### config.mk
export PLATFORM = sky130hd
export DESIGN_NAME = serial_transmitter_fifo
export DESIGN_NICKNAME = d
export VERILOG_FILES = /design/src/rtl/serial_transmitter_fifo.sv
export SDC_FILE = /design/constraint.sdc
export NUM_CORES = 1
export LEC_CHECK = 0
export BUFFER_PORTS_ARGS = -buffer_cell sky130_fd_sc_hd__buf_2
export CORE_UTILIZATION = 55
export CTS_BUF_LIST = sky130_fd_sc_hd__clkbuf_8
export DETAILED_ROUTE_END_ITERATION = 16
export PLACE_DENSITY = 0.88
export RECOVER_POWER = 25
export SLEW_MARGIN = 5
export SYNTH_ARGS = -nofsm -noshare
export SYNTH_HDL_FRONTEND = slang
export SYNTH_SLANG_ARGS = --single-unit
### constraint.sdc
create_clock -name iClock -period 2.5 [get_ports iClock]
set_clock_uncertainty 0.15 [all_clocks]
set_input_delay 0.375 -clock iClock [delete_from_list [all_inputs] [get_ports iClock]]
set_output_delay 0.375 -clock iClock [all_outputs]
set_load 0.01 [all_outputs]
### src/rtl/serial_transmitter_fifo.sv
// serial_transmitter_fifo
// UART transmitter with a configurable frame format (5..9 data bits, none/even/odd
// parity, 1 or 2 stop bits) and a small TX FIFO. Queued words are sent back-to-back
// without idle time between frames. The serial output and all status outputs are registered.
//
// state    | meaning
// ---------+-----------------------------------------------------------
// stIdle   | line high, waiting for a queued word
// stStart  | start bit (low), head word already popped into shift_q
// stData   | data bits, LSB first, shift_q moves right after each bit
// stParity | single parity bit computed on the popped word
// stStop   | pStopBits high bit times; the next queued word is popped on the last tick
module serial_transmitter_fifo #(
    parameter int pClockFrequency = 24000000,
    parameter int pBaudRate       = 4000000,
    parameter int pDataBits       = 8,
    parameter int pParity         = 0,
    parameter int pStopBits       = 1,
    parameter int pFifoDepth      = 4
) (
    input  logic                          iClock,
    input  logic                          iReset,
    input  logic [pDataBits-1:0]          iData,
    input  logic                          iSend,
    output logic                          oReady,
    output logic                          oBusy,
    output logic [$clog2(pFifoDepth):0]   oFifoLevel,
    output logic                          oTxd
);

    localparam int TICKS  = pClockFrequency / pBaudRate;
    localparam int TICK_W = (TICKS > 2) ? $clog2(TICKS) : 2;
    localparam int PTR_W  = (pFifoDepth > 1) ? $clog2(pFifoDepth) : 1;
    localparam int LVL_W  = $clog2(pFifoDepth) + 1;
    localparam int BIT_W  = 4;

    localparam logic [TICK_W-1:0] TICK_LAST = TICK_W'(TICKS - 1);
    localparam logic [BIT_W-1:0]  DATA_LAST = BIT_W'(pDataBits - 1);
    localparam logic [BIT_W-1:0]  STOP_LAST = BIT_W'(pStopBits - 1);
    localparam logic [LVL_W-1:0]  DEPTH     = LVL_W'(pFifoDepth);

    // Elaboration-time rejection of unsupported configurations.
    if (TICKS < 3) begin : g_bad_ticks
        $fatal(1, "serial_transmitter_fifo: clock/baud ratio %0d is below 3", TICKS);
    end
    if (pDataBits < 5 || pDataBits > 9) begin : g_bad_data_bits
        $fatal(1, "serial_transmitter_fifo: pDataBits %0d outside 5..9", pDataBits);
    end
    if (pParity < 0 || pParity > 2) begin : g_bad_parity
        $fatal(1, "serial_transmitter_fifo: pParity %0d not in 0..2", pParity);
    end
    if (pStopBits != 1 && pStopBits != 2) begin : g_bad_stop_bits
        $fatal(1, "serial_transmitter_fifo: pStopBits %0d not 1 or 2", pStopBits);
    end
    if (pFifoDepth < 2 || (pFifoDepth & (pFifoDepth - 1)) != 0) begin : g_bad_depth
        $fatal(1, "serial_transmitter_fifo: pFifoDepth %0d not a power of 2 >= 2", pFifoDepth);
    end

    typedef enum logic [2:0] {
        stIdle   = 3'd0,
        stStart  = 3'd1,
        stData   = 3'd2,
        stParity = 3'd3,
        stStop   = 3'd4
    } state_t;

    state_t                 state_q,  state_d;
    logic [TICK_W-1:0]      tick_q,   tick_d;
    logic [BIT_W-1:0]       bit_q,    bit_d;
    logic [pDataBits-1:0]   shift_q,  shift_d;
    logic                   par_q,    par_d;
    logic                   txd_q,    txd_d;
    logic                   busy_q,   busy_d;
    logic                   ready_q,  ready_d;
    logic [PTR_W-1:0]       wr_q,     wr_d;
    logic [PTR_W-1:0]       rd_q,     rd_d;
    logic [LVL_W-1:0]       count_q,  count_d;
    logic [pDataBits-1:0]   mem_q [pFifoDepth];
    logic [pDataBits-1:0]   mem_d [pFifoDepth];

    logic                   push;
    logic                   pop;
    logic                   bit_end;

    // Next-state logic: bit timer, frame sequencing, FIFO bookkeeping and output decode.
    always_comb begin
        state_d = state_q;
        tick_d  = tick_q;
        bit_d   = bit_q;
        shift_d = shift_q;
        par_d   = par_q;
        wr_d    = wr_q;
        rd_d    = rd_q;
        count_d = count_q;
        mem_d   = mem_q;
        pop     = 1'b0;

        // oReady is registered, so it already reflects "not full" for this edge.
        push    = iSend && ready_q;
        bit_end = (tick_q == TICK_LAST);

        if (state_q != stIdle) begin
            tick_d = bit_end ? '0 : tick_q + 1'b1;
        end

        case (state_q)
            stIdle: begin
                if (count_q != '0) begin
                    pop     = 1'b1;
                    state_d = stStart;
                    tick_d  = '0;
                end
            end
            stStart: begin
                if (bit_end) begin
                    state_d = stData;
                    bit_d   = '0;
                end
            end
            stData: begin
                if (bit_end) begin
                    shift_d = shift_q >> 1;
                    if (bit_q == DATA_LAST) begin
                        bit_d   = '0;
                        state_d = (pParity != 0) ? stParity : stStop;
                    end else begin
                        bit_d = bit_q + 1'b1;
                    end
                end
            end
            stParity: begin
                if (bit_end) begin
                    state_d = stStop;
                    bit_d   = '0;
                end
            end
            stStop: begin
                if (bit_end) begin
                    if (bit_q == STOP_LAST) begin
                        bit_d = '0;
                        // Chain straight into the next start bit when a word is waiting.
                        if (count_q != '0) begin
                            pop     = 1'b1;
                            state_d = stStart;
                        end else begin
                            state_d = stIdle;
                        end
                    end else begin
                        bit_d = bit_q + 1'b1;
                    end
                end
            end
            default: begin
                state_d = stIdle;
                tick_d  = '0;
                bit_d   = '0;
            end
        endcase

        // Parity is fixed at pop time so shifting never disturbs it.
        if (pop) begin
            shift_d = mem_q[rd_q];
            par_d   = (pParity == 2) ? ~^mem_q[rd_q] : ^mem_q[rd_q];
            rd_d    = rd_q + 1'b1;
        end

        if (push) begin
            mem_d[wr_q] = iData;
            wr_d        = wr_q + 1'b1;
        end

        case ({push, pop})
            2'b10:   count_d = count_q + 1'b1;
            2'b01:   count_d = count_q - 1'b1;
            default: count_d = count_q;
        endcase

        // Line level follows the state one clock later, keeping oTxd a plain flop output.
        case (state_q)
            stStart:  txd_d = 1'b0;
            stData:   txd_d = shift_q[0];
            stParity: txd_d = par_q;
            default:  txd_d = 1'b1;
        endcase

        busy_d  = (state_d != stIdle);
        ready_d = (count_d < DEPTH);
    end

    // Control and status registers with synchronous reset; reset aborts any frame and flushes the queue.
    always_ff @(posedge iClock) begin
        if (iReset) begin
            state_q <= stIdle;
            tick_q  <= '0;
            bit_q   <= '0;
            shift_q <= '0;
            par_q   <= 1'b0;
            txd_q   <= 1'b1;
            busy_q  <= 1'b0;
            ready_q <= 1'b0;
            wr_q    <= '0;
            rd_q    <= '0;
            count_q <= '0;
        end else begin
            state_q <= state_d;
            tick_q  <= tick_d;
            bit_q   <= bit_d;
            shift_q <= shift_d;
            par_q   <= par_d;
            txd_q   <= txd_d;
            busy_q  <= busy_d;
            ready_q <= ready_d;
            wr_q    <= wr_d;
            rd_q    <= rd_d;
            count_q <= count_d;
        end
    end

    // FIFO storage; contents are don't-care after reset because the pointers are cleared.
    always_ff @(posedge iClock) begin
        mem_q <= mem_d;
    end

    assign oTxd       = txd_q;
    assign oBusy      = busy_q;
    assign oReady     = ready_q;
    assign oFifoLevel = count_q;

endmodule
==> impl_metrics.sql, run 1 <==
INSERT INTO impl_metrics (metric_group, metric, value, unit) VALUES
('status', 'outcome', 'complete, no violations', ''),
('grt', 'antenna_found_initial', '0', ''),
('clock_network', 'number_of_buffers_created_by_cts', '9', ''),
('die', 'design.die.area', '5110', 'µm²'),
('timing', 'worst-slew-pin-transition', '590', 'ps'),
('logic_synthesis', 'synth.cell_area', '2650', 'µm²'),
('clock_network', 'clock_latency_at_the_later_pin_of_the_worst_skew_pair', '340', 'ps'),
('place', 'placed_cell_area', '2830', 'µm²'),
('timing', 'finalSetupViolations', '0', ''),
('logic_synthesis', 'yosysWarningCount', '0', ''),
('die', 'initial_core_utilization', '58.9', '%'),
('setup_path', 'worstPathMaxFanout', '4', ''),
('cells_and_area', 'final_cell_mix', 'sky130_fd_sc_hd__edfxtp_1, sky130_fd_sc_hd__dfxtp_1, sky130_fd_sc_hd__a21oi_1, sky130_fd_sc_hd__nor2_1, sky130_fd_sc_hd__buf_4', ''),
('logic_synthesis', 'synth-edff-count', '32', ''),
('timing', 'finalHoldViolations', '0', ''),
('grt', 'grt_pass1_wl', '7730', 'µm'),
('logic_synthesis', 'netlist_instances', '209', ''),
('detailed_routing', 'detailedRoute.firstPassIterationCount', '4', ''),
('cells_and_area', 'mostFrequentLayoutCell', 'sky130_fd_sc_hd__edfxtp_1', ''),
('logic_synthesis', 'register_bit_total_from_synthesis', '61', ''),
('timing', 'maxSlewViolCount', '0', ''),
('clock_network', 'cts_htree_levels', '3', ''),
('logic_synthesis', 'synth_top_area_share', '36.2', '%'),
('setup_path', 'worst_setup_path_end_kind', 'register', ''),
('pwr', 'static_leak', '1.12', 'nW'),
('timing', 'final.period_utilization', '94.6', '%'),
('setup_path', 'crit_path_start_kind', 'register', ''),
('logic_synthesis', 'post_synthesis_net_count', '228', ''),
('setup_path', 'max_stage_delay', '380', 'ps'),
('logic_synthesis', 'ys_types', '41', ''),
('detailed_routing', 'wirelength', '4830', 'µm'),
('place', 'io_buffers', '16', ''),
('cells_and_area', 'diode_insertion_count_for_antenna_repair', '0', ''),
('clock_network', 'clock_tree_from_tritoncts', 'built', ''),
('clock_network', 'clkTransAtPathRegs', '70', 'ps'),
('logic_synthesis', 'synth.avg_cell_area', '12.7', 'µm²'),
('timing', 'fmax', '423', 'MHz'),
('setup_path', 'crit_path_cell_trace', 'or3_4, and2_4, and2_4, ha_4, fa_2, xnor2_1, nor2_1, xor2_1, nor2b_2', ''),
('die', 'design.portCount', '17', ''),
('cells_and_area', 'nNetsFinal', '261', ''),
('detailed_routing', 'dr_total_vias', '1737', ''),
('pwr', 'p_clk_share', '29.9', '%'),
('pwr', 'powerDensity', '1110', 'nW/µm²'),
('die', 'die_height', '71.5', 'µm'),
('logic_synthesis', 'postSynth.topFlopCell', 'sky130_fd_sc_hd__edfxtp_1', ''),
('detailed_routing', 'drc', '0', ''),
('detailed_routing', 'wl_per_cell', '16.2', 'µm'),
('pwr', 'cell_internal_pwr', '2.43', 'mW'),
('setup_path', 'critical_path.most_common_cell', 'sky130_fd_sc_hd__and2_4', ''),
('detailed_routing', 'viasPerCell', '5.81', ''),
('worst_hold_path', 'hold_class', 'in -> reg', ''),
('cells_and_area', 'area_growth', '17.9', '%'),
('die', 'fp.coreArea', '4500', 'µm²'),
('pwr', 'irDropWorstVdd', '0.819', 'mV'),
('logic_synthesis', 'postSynth.asyncResetShare', '0', '%'),
('grt', 'grt_pass1_vias', '1696', ''),
('setup_path', 'required', '2610', 'ps'),
('place', 'routabilityCongestion', '0.804', ''),
('die', 'rows', '24', ''),
('run', 'cap_violations', '0', ''),
('logic_synthesis', 'ys_seq_area_share', '58.1', '%'),
('place', 'place_hpwl', '3060', 'µm'),
('pwr', 'sw_frac_of_total', '29.8', '%'),
('grt', 'track_usage', '20.8', '%'),
('setup_path', 'crit_slowest_cell', 'sky130_fd_sc_hd__or3_4', ''),
('detailed_routing', 'detail_route_antenna_nets', '0', ''),
('pwr', 'combinationalPowerShare', '31.4', '%'),
('clock_network', 'cts_max_path_buffers', '2', ''),
('clock_network', 'postCtsHoldBufs', '0', ''),
('pwr', 'power.net_switching', '1.03', 'mW'),
('clock_network', 'numClockSinks', '61', '');
[flip-flops by register name, indices dropped and copies added (netlist names), named ones only]
name        cells
tick_q          3
shift_q         8
mem_q          32
oBusy           1
bit_q           4
state_q         3
oTxd            1
par_q           1
rd_q            2
oReady          1
oFifoLevel      2
wr_q            2
[repair_timing]
| action | CTS | global route |
|---|---|---|
| resized for setup | 0 | 9 |
| hold endpoints to repair | 0 | 0 |
| setup buffers | 0 | 6 |
| setup endpoints to repair | 0 | 3 |
[final timing paths]
| kind | cells after the start | slack, ps | end | startpoint |
|---|---|---|---|---|
| min | 1 | 130 | mem_q[4] | iData[4] |
| max reg2reg | 9 | 130 | register | oFifoLevel[0] |
| max | 9 | 130 | register | oFifoLevel[0] |
| min reg2reg | 2 | 310 | shift_q[3] | shift_q[3] |
[kinds of logic after synthesis]
logic type                 share of synthesized area [%]
adders and majority gates                           4.43
xor gates and xnor gates                            4.29
AOI/OAI and AO/OA                                   8.91
muxes                                               8.30
and+or+nand+nor                                     13.2
buffers and inverters                               2.78
DFF                                                 58.1
[power by group through the flow]
stage	logic [mW]	registers (mW)	clock network, mW
finish	1.09	1.34	1.04
global route	1.20	1.36	1.08
CTS	1.07	1.34	1.05
detailed placement	1.06	1.36	0
global placement	1.04	1.35	0
floorplan	0.885	1.34	0
[metrics by stage]
step | utilization (%) | setup TNS (ps) | setup WS [ps] | cells | hold WS (ps)
floorplan | - | 0 | 0.981 | 209 | 287
global placement | 62.7 | 0 | 181 | 277 | 294
detailed placement | 62.7 | 0 | 119 | 277 | 302
finish | 69.4 | 0 | 134 | 299 | 131
global route | 69.4 | -5.60 | -5.60 | 299 | 122
CTS | 68.0 | 0 | 86.2 | 293 | 86.9
[layout make-up]
type | count | area, µm²
Clock buffer | 9 | 124
Sequential cell | 61 | 1550
Clock inverter | 7 | 114
Inverter | 6 | 22.5
Fill cell | 318 | 1380
Timing Repair Buffer | 30 | 178
Tap cell | 52 | 65.1
Multi-Input combinational cell | 134 | 1080
[layer usage]
metal / up-vias / global-route usage, % / routed length [µm]
met1: 846 / 25.4 / 2050
li1: 830 / - / -
met4: 0 / 9.59 / 95
met5: - / 0 / 0
met3: 8 / 6.75 / 292
met2: 53 / 34.1 / 2400
[synth_stat cells, types with 5 or more instances]
cell / number
sky130_fd_sc_hd__nand2_1: 13
sky130_fd_sc_hd__nand3_1: 6
sky130_fd_sc_hd__edfxtp_1: 32
sky130_fd_sc_hd__a21oi_1: 17
sky130_fd_sc_hd__inv_1: 6
sky130_fd_sc_hd__dfxtp_1: 29
sky130_fd_sc_hd__mux4_2: 8
sky130_fd_sc_hd__xnor2_1: 10
sky130_fd_sc_hd__ha_1: 7
sky130_fd_sc_hd__nor2_1: 16
sky130_fd_sc_hd__nor3b_1: 5
sky130_fd_sc_hd__a22oi_1: 9
[critical path: cells and delay by family, from the launching register on]
kind          cells  cell delay [ps]
xor+xnor          2              310
fa+ha+maj         2              540
simple gates      5              940
flops             1              350
Power figures use the tool's default switching activity.
==> run 2: changes to the inputs <==
--- a/config.mk
+++ b/config.mk
@@ -6,10 +6,12 @@
 export NUM_CORES = 1
 export LEC_CHECK = 0
 export BUFFER_PORTS_ARGS = -buffer_cell sky130_fd_sc_hd__buf_2
-export CORE_UTILIZATION = 55
+export CELL_PAD_IN_SITES_DETAIL_PLACEMENT = 1
+export CELL_PAD_IN_SITES_GLOBAL_PLACEMENT = 1
+export CORE_UTILIZATION = 46
 export CTS_BUF_LIST = sky130_fd_sc_hd__clkbuf_8
 export DETAILED_ROUTE_END_ITERATION = 16
-export PLACE_DENSITY = 0.88
+export PLACE_DENSITY = 0.89
 export RECOVER_POWER = 25
 export SLEW_MARGIN = 5
 export SYNTH_ARGS = -nofsm -noshare
==> run 2 against run 1 <==
Against the previous run:
- combinational power increased by 4%
- largest cell class unchanged
- clock power decreased by 16%
- flip-flop and latch count unchanged
- highest routed layer unchanged
- critical path type unchanged
- global-route usage increased by 0.47 points
- setup slack got worse by 43 ps
- sequential share of layout area increased by 0.42 points
==> impl_metrics.sql, run 2 (synthesis gave the netlist of run 1 again) <==
INSERT INTO impl_metrics (metric_group, metric, value, unit) VALUES
('status', 'outcome', 'complete, no violations', ''),
('die', 'initial_core_utilization', '47.9', '%'),
('die', 'design.portCount', '17', ''),
('setup_path', 'critical_path.most_common_cell', 'sky130_fd_sc_hd__and2_4', ''),
('detailed_routing', 'dr_total_vias', '1723', ''),
('setup_path', 'rr_worst_depth', '9', ''),
('setup_path', 'crit_path_start_kind', 'register', ''),
('detailed_routing', 'detail_route_antenna_nets', '0', ''),
('clock_network', 'clkTransAtPathRegs', '70', 'ps'),
('setup_path', 'setup.worst_path.class', 'reg -> reg', ''),
('cells_and_area', 'reg_top3', 'mem_q: 32 flops, shift_q: 8 flops, bit_q: 4 flops', ''),
('timing', 'post-route-worst-setup-slack', '90.6', 'ps'),
('pwr', 'static_leak', '1.09', 'nW'),
('cells_and_area', 'max_flop_register', 'mem_q', ''),
('cells_and_area', 'mostFrequentLayoutCell', 'sky130_fd_sc_hd__edfxtp_1', ''),
('clock_network', 'cts_htree_levels', '3', ''),
('cells_and_area', 'post_route_cells_drive_above_1_share', '26.6', '%'),
('timing', 'maxSlewViolCount', '0', ''),
('timing', 'finalSetupViolations', '0', ''),
('detailed_routing', 'wl_per_cell', '18.2', 'µm'),
('grt', 'antenna_found_initial', '0', ''),
('timing', 'tns', '0', 'ps'),
('die', 'design.die.area', '6080', 'µm²'),
('cells_and_area', 'final_cell_mix', 'sky130_fd_sc_hd__edfxtp_1, sky130_fd_sc_hd__dfxtp_1, sky130_fd_sc_hd__a21oi_1, sky130_fd_sc_hd__nor2_1, sky130_fd_sc_hd__nand2_1', ''),
('setup_path', 'regToRegSetupSlack', '90', 'ps'),
('clock_network', 'clock_latency_at_the_later_pin_of_the_worst_skew_pair', '340', 'ps'),
('run', 'cap_violations', '0', ''),
('timing', 'fmax', '415', 'MHz'),
('grt', 'grt_overflow', '0', ''),
('setup_path', 'worst_setup_path_end_kind', 'register', ''),
('place', 'place_hpwl', '3860', 'µm'),
('clock_network', 'cts_max_path_buffers', '2', ''),
('cells_and_area', 'diode_insertion_count_for_antenna_repair', '0', ''),
('place', 'io_buffers', '16', ''),
('place', 'routabilityCongestion', '0.742', ''),
('die', 'fp.dieW', '78.0', 'µm'),
('grt', 'track_usage', '21.3', '%'),
('timing', 'finalHoldViolations', '0', ''),
('die', 'die_height', '78.0', 'µm'),
('detailed_routing', 'detailedRoute.firstPassIterationCount', '4', ''),
('clock_network', 'clock_tree.root_cell', 'sky130_fd_sc_hd__clkbuf_8', ''),
('cells_and_area', 'finalCoreUtilization', '56.0', '%'),
('cells_and_area', 'area_growth', '16.9', '%'),
('die', 'fp.coreArea', '5540', 'µm²'),
('grt', 'grt_pass1_vias', '1862', ''),
('detailed_routing', 'viasPerCell', '5.45', ''),
('clock_network', 'number_of_buffers_created_by_cts', '9', ''),
('pwr', 'powerDensity', '1080', 'nW/µm²'),
('grt', 'pin_count_of_the_biggest_net_entering_global_routing', '26', ''),
('pwr', 'irDropWorstVdd', '0.457', 'mV'),
('setup_path', 'max_stage_delay', '400', 'ps'),
('cells_and_area', 'nFillCells', '588', ''),
('clock_network', 'clock_tree_from_tritoncts', 'built', ''),
('detailed_routing', 'wirelength', '5760', 'µm'),
('timing', 'final_hold_slack', '141', 'ps'),
('detailed_routing', 'drtIter0Drc', '53', ''),
('setup_path', 'crit_path_cell_trace', 'or3_4, and2_4, and2_4, ha_4, fa_2, xnor2_2, nor2_2, xor2_1, nor2b_2', ''),
('cells_and_area', 'nNetsFinal', '258', ''),
('timing', 'final.period_utilization', '96.4', '%'),
('worst_hold_path', 'hold_depth', '1', ''),
('grt', 'grt_pass1_wl', '9400', 'µm'),
('timing', 'grt_setup_unrepaired', 'yes', ''),
('worst_hold_path', 'hold_class', 'in -> reg', ''),
('timing', 'worst-slew-pin-transition', '583', 'ps'),
('cells_and_area', 'max_ffs_per_register', '32', ''),
('clock_network', 'numClockSinks', '61', ''),
('setup_path', 'worstPathMaxFanout', '3', ''),
('place', 'dp_slack', '68.7', 'ps'),
('timing', 'slew_headroom', '61.2', '%'),
('setup_path', 'required', '2570', 'ps'),
('detailed_routing', 'drc', '0', ''),
('setup_path', 'crit_slowest_cell', 'sky130_fd_sc_hd__or3_4', ''),
('setup_path', 'worstPathArrival', '2480', 'ps'),
('pwr', 'fin_total_pwr', '3.34', 'mW'),
('die', 'rows', '27', ''),
('timing', 'final.min_clock_period', '2410', 'ps');
run 2: timing repair:
action | CTS | global route
hold buffers | 0 | 0
endpoints found under the setup margin | 0 | 2
setup buffers | 0 | 3
hold endpoints to repair | 0 | 0
resized for setup | 0 | 11
run 2: metrics by stage:
stage | area [µm²] | cells
after floorplan | 2680 | 209
after global routing | 3100 | 316
after CTS | 3050 | 313
after detailed placement | 2850 | 297
final | 3100 | 316
after global placement | 2850 | 297
run 2: critical path, delay by kind of cell, from the launching register on:
| family | cells | cell delay, ps |
|---|---|---|
| AND/OR/NAND/NOR | 5 | 900 |
| adder cells (fa/ha/maj) | 2 | 560 |
| flip-flops | 1 | 340 |
| XOR/XNOR | 2 | 330 |
run 2: worst paths after layout:
path,endpoint,startpoint
setup / recovery,register,register
hold / removal,mem_q[10],iData[2]
setup reg to reg,register,register
hold reg to reg,shift_q[0],shift_q[0]
run 2: cell type report:
| class | count | area (µm²) | share of cell area, % |
|---|---|---|---|
| timing repair buffer | 27 | 154 | 4.96 |
| clock inverter | 7 | 76.3 | 2.46 |
| tap | 72 | 90.1 | 2.90 |
| multi-input combinational | 134 | 1090 | 35.1 |
| clock buffer | 9 | 124 | 3.99 |
| sequential | 61 | 1550 | 49.9 |
| inverter | 6 | 22.5 | 0.726 |
run 2: layer usage:
metal | up-vias | share of wire, % | global-route usage (%)
li1 | 824 | - | -
met1 | 867 | 42 | 23.3
met2 | 22 | 53 | 38.6
met3 | 10 | 3.4 | 6.82
met4 | 0 | 1.5 | 7.41
met5 | - | 0 | 0
run 2: report_power, final:
part / switching, mW / internal [mW] / leakage [nW]
sequential: 0.115 / 1.23 / 0.529
combinational: 0.574 / 0.556 / 0.466
clock: 0.408 / 0.462 / 0.0954
total: 1.10 / 2.25 / 1.09
==> run 3: changes to the inputs <==
--- a/config.mk
+++ b/config.mk
@@ -11,7 +11,7 @@
 export CORE_UTILIZATION = 46
 export CTS_BUF_LIST = sky130_fd_sc_hd__clkbuf_8
 export DETAILED_ROUTE_END_ITERATION = 16
-export PLACE_DENSITY = 0.89
+export PLACE_DENSITY = 0.83
 export RECOVER_POWER = 25
 export SLEW_MARGIN = 5
 export SYNTH_ARGS = -nofsm -noshare
==> run 3 against run 2 <==
Against the previous run:
- die area is the same
- total power down 1.4%
- flip-flop and latch count stayed put
- fmax increased by 2.0%
- setup slack improved by 48 ps
- global-route usage down 1.6 points
- sequential power about the same
- count of clock-buffer cells in the layout unchanged
- critical path type unchanged
- register-to-register slack improved by 50 ps
- final area fell by 0.81%
- sequential share of layout area is 0.49 points higher
- hold slack worse by 7.5 ps
==> impl_metrics.sql, run 3 (synthesis gave the netlist of run 1 again) <==
INSERT INTO impl_metrics (metric_group, metric, value, unit) VALUES
('setup_path', 'crit_path_cell_trace', 'or3_4, and2_4, and2_4, ha_4, fa_2, xnor2_2, nor2_2, xor2_2, nor2b_1', ''),
('timing', 'finalHoldViolations', '0', ''),
('setup_path', 'crit_slowest_cell', 'sky130_fd_sc_hd__or3_4', ''),
('cells_and_area', 'diode_insertion_count_for_antenna_repair', '0', ''),
('clock_network', 'cts_htree_levels', '3', ''),
('setup_path', 'max_stage_delay', '390', 'ps'),
('cells_and_area', 'nNetsFinal', '259', ''),
('setup_path', 'worstPathMaxFanout', '4', ''),
('detailed_routing', 'dr_total_vias', '1675', ''),
('cells_and_area', 'post_route_cells_drive_above_1_share', '24.5', '%'),
('grt', 'track_usage', '19.8', '%'),
('cells_and_area', 'max_flop_register', 'mem_q', ''),
('grt', 'pin_count_of_the_biggest_net_entering_global_routing', '26', ''),
('detailed_routing', 'viasPerCell', '5.28', ''),
('timing', 'slew_headroom', '60.3', '%'),
('timing', 'finalSetupViolations', '0', ''),
('detailed_routing', 'drc', '0', ''),
('grt', 'grt_overflow', '0', ''),
('clock_network', 'cts_max_path_buffers', '2', ''),
('cells_and_area', 'reg_top3', 'mem_q: 32 flops, shift_q: 8 flops, bit_q: 4 flops', ''),
('clock_network', 'clock_tree.root_cell', 'sky130_fd_sc_hd__clkbuf_8', ''),
('setup_path', 'critical_path.most_common_cell', 'sky130_fd_sc_hd__and2_4', ''),
('pwr', 'powerDensity', '1070', 'nW/µm²'),
('clock_network', 'clkTransAtPathRegs', '60', 'ps'),
('run', 'cap_violations', '0', ''),
('detailed_routing', 'detailedRoute.firstPassIterationCount', '5', ''),
('setup_path', 'worstPathArrival', '2470', 'ps'),
('cells_and_area', 'area_growth', '15.9', '%'),
('timing', 'fmax', '423', 'MHz'),
('status', 'outcome', 'complete, no violations', ''),
('timing', 'grt_setup_unrepaired', 'no', ''),
('clock_network', 'numClockSinks', '61', ''),
('die', 'die_height', '78.0', 'µm'),
('timing', 'tns', '0', 'ps'),
('die', 'fp.dieW', '78.0', 'µm'),
('cells_and_area', 'layout.area.seq', '1550', 'µm²'),
('clock_network', 'clock_tree_from_tritoncts', 'built', ''),
('place', 'io_buffers', '16', ''),
('timing', 'maxSlewViolCount', '0', ''),
('cells_and_area', 'mostFrequentLayoutCell', 'sky130_fd_sc_hd__edfxtp_1', ''),
('worst_hold_path', 'hold_class', 'in -> reg', ''),
('detailed_routing', 'detail_route_antenna_nets', '0', ''),
('cells_and_area', 'final_cell_mix', 'sky130_fd_sc_hd__edfxtp_1, sky130_fd_sc_hd__dfxtp_1, sky130_fd_sc_hd__a21oi_1, sky130_fd_sc_hd__nor2_1, sky130_fd_sc_hd__nand2_1', ''),
('pwr', 'irDropWorstVdd', '0.634', 'mV'),
('place', 'dp_slack', '99.4', 'ps'),
('place', 'place_hpwl', '3690', 'µm'),
('pwr', 'static_leak', '1.10', 'nW'),
('clock_network', 'number_of_buffers_created_by_cts', '9', ''),
('cells_and_area', 'nFillCells', '569', ''),
('grt', 'grt_pass1_vias', '1772', ''),
('place', 'placed_cell_area', '2860', 'µm²'),
('die', 'fp.coreArea', '5540', 'µm²'),
('cells_and_area', 'max_ffs_per_register', '32', ''),
('die', 'initial_core_utilization', '47.9', '%'),
('setup_path', 'setup.worst_path.class', 'reg -> reg', ''),
('place', 'routabilityCongestion', '0.708', ''),
('cells_and_area', 'post-route-cell-area', '3080', 'µm²'),
('setup_path', 'required', '2610', 'ps'),
('clock_network', 'clock_latency_at_the_later_pin_of_the_worst_skew_pair', '340', 'ps'),
('die', 'rows', '27', ''),
('timing', 'final.period_utilization', '94.5', '%'),
('detailed_routing', 'wirelength', '5320', 'µm'),
('detailed_routing', 'drtIter0Drc', '52', ''),
('timing', 'worst-slew-pin-transition', '596', 'ps'),
('setup_path', 'regToRegSetupSlack', '140', 'ps'),
('grt', 'grt_pass1_wl', '8790', 'µm'),
('die', 'design.portCount', '17', ''),
('cells_and_area', 'finalCoreUtilization', '55.5', '%'),
('timing', 'post-route-worst-setup-slack', '138', 'ps'),
('die', 'design.die.area', '6080', 'µm²'),
('detailed_routing', 'wl_per_cell', '16.8', 'µm'),
('setup_path', 'crit_path_start_kind', 'register', ''),
('setup_path', 'worst_setup_path_end_kind', 'register', ''),
('grt', 'antenna_found_initial', '0', ''),
('cells_and_area', 'multi_input_comb_area', '1080', 'µm²'),
('timing', 'final.min_clock_period', '2360', 'ps');
-- run 3: changes by cell type in the layout (fill, tap and decap cells not counted), sizes merged --
cell and delta:
inv +4, clkinv -2, clkinvlp -2, buf +1
-- run 3: critical path, delay by kind of cell (launching register included) --
kind          cells  cell delay, ps
xor+xnor          2             310
fa+ha+maj         2             520
flops             1             350
simple gates      5             960
-- run 3: final timing paths --
check                start          to  cells after the start
max          oFifoLevel[0]    register                      9
min               iData[0]    mem_q[8]                      1
max reg2reg  oFifoLevel[0]    register                      9
min reg2reg     shift_q[1]  shift_q[1]                      2
-- run 3: layer usage --
| metal | track usage (%) | share of wire [%] | vias to the layer above |
|---|---|---|---|
| li1 | - | - | 825 |
| met1 | 23.3 | 46 | 822 |
| met2 | 33.2 | 49 | 21 |
| met3 | 6.35 | 3.2 | 7 |
| met4 | 8.15 | 1.6 | 0 |
| met5 | 0 | 0 | - |
-- run 3: what timing repair did --
| action | 4_1_cts | 5_1_grt |
|---|---|---|
| setup buffers | 0 | 3 |
| setup endpoints to repair | 0 | 2 |
| gates resized for setup | 0 | 9 |
| hold buffers | 0 | 0 |
-- run 3: layout make-up --
cell class	count	area share, %
Sequential cell	61	50.3
Multi-Input combinational cell	134	35.0
Timing Repair Buffer	28	5.25
Clock buffer	9	4.03
Tap cell	72	2.93
Clock inverter	7	1.75
Inverter	6	0.732
-- run 3: per-stage QoR --
stage / std cells / power [mW] / hold WS (ps)
2_1_floorplan: 209 / 2.22 / 287
3_3_place_gp: 298 / 2.42 / 297
3_5_place_dp: 298 / 2.47 / 302
4_1_cts: 314 / 3.27 / 91.9
5_1_grt: 317 / 3.49 / 114
6_report: 317 / 3.30 / 134
-- run 3: report_power, final --
| group | leakage [nW] | switching (mW) | internal [mW] | total, mW |
|---|---|---|---|---|
| combinational | 0.467 | 0.589 | 0.571 | 1.16 |
| clock | 0.106 | 0.357 | 0.441 | 0.798 |
| sequential | 0.529 | 0.107 | 1.23 | 1.34 |
| total | 1.10 | 1.05 | 2.24 | 3.30 |
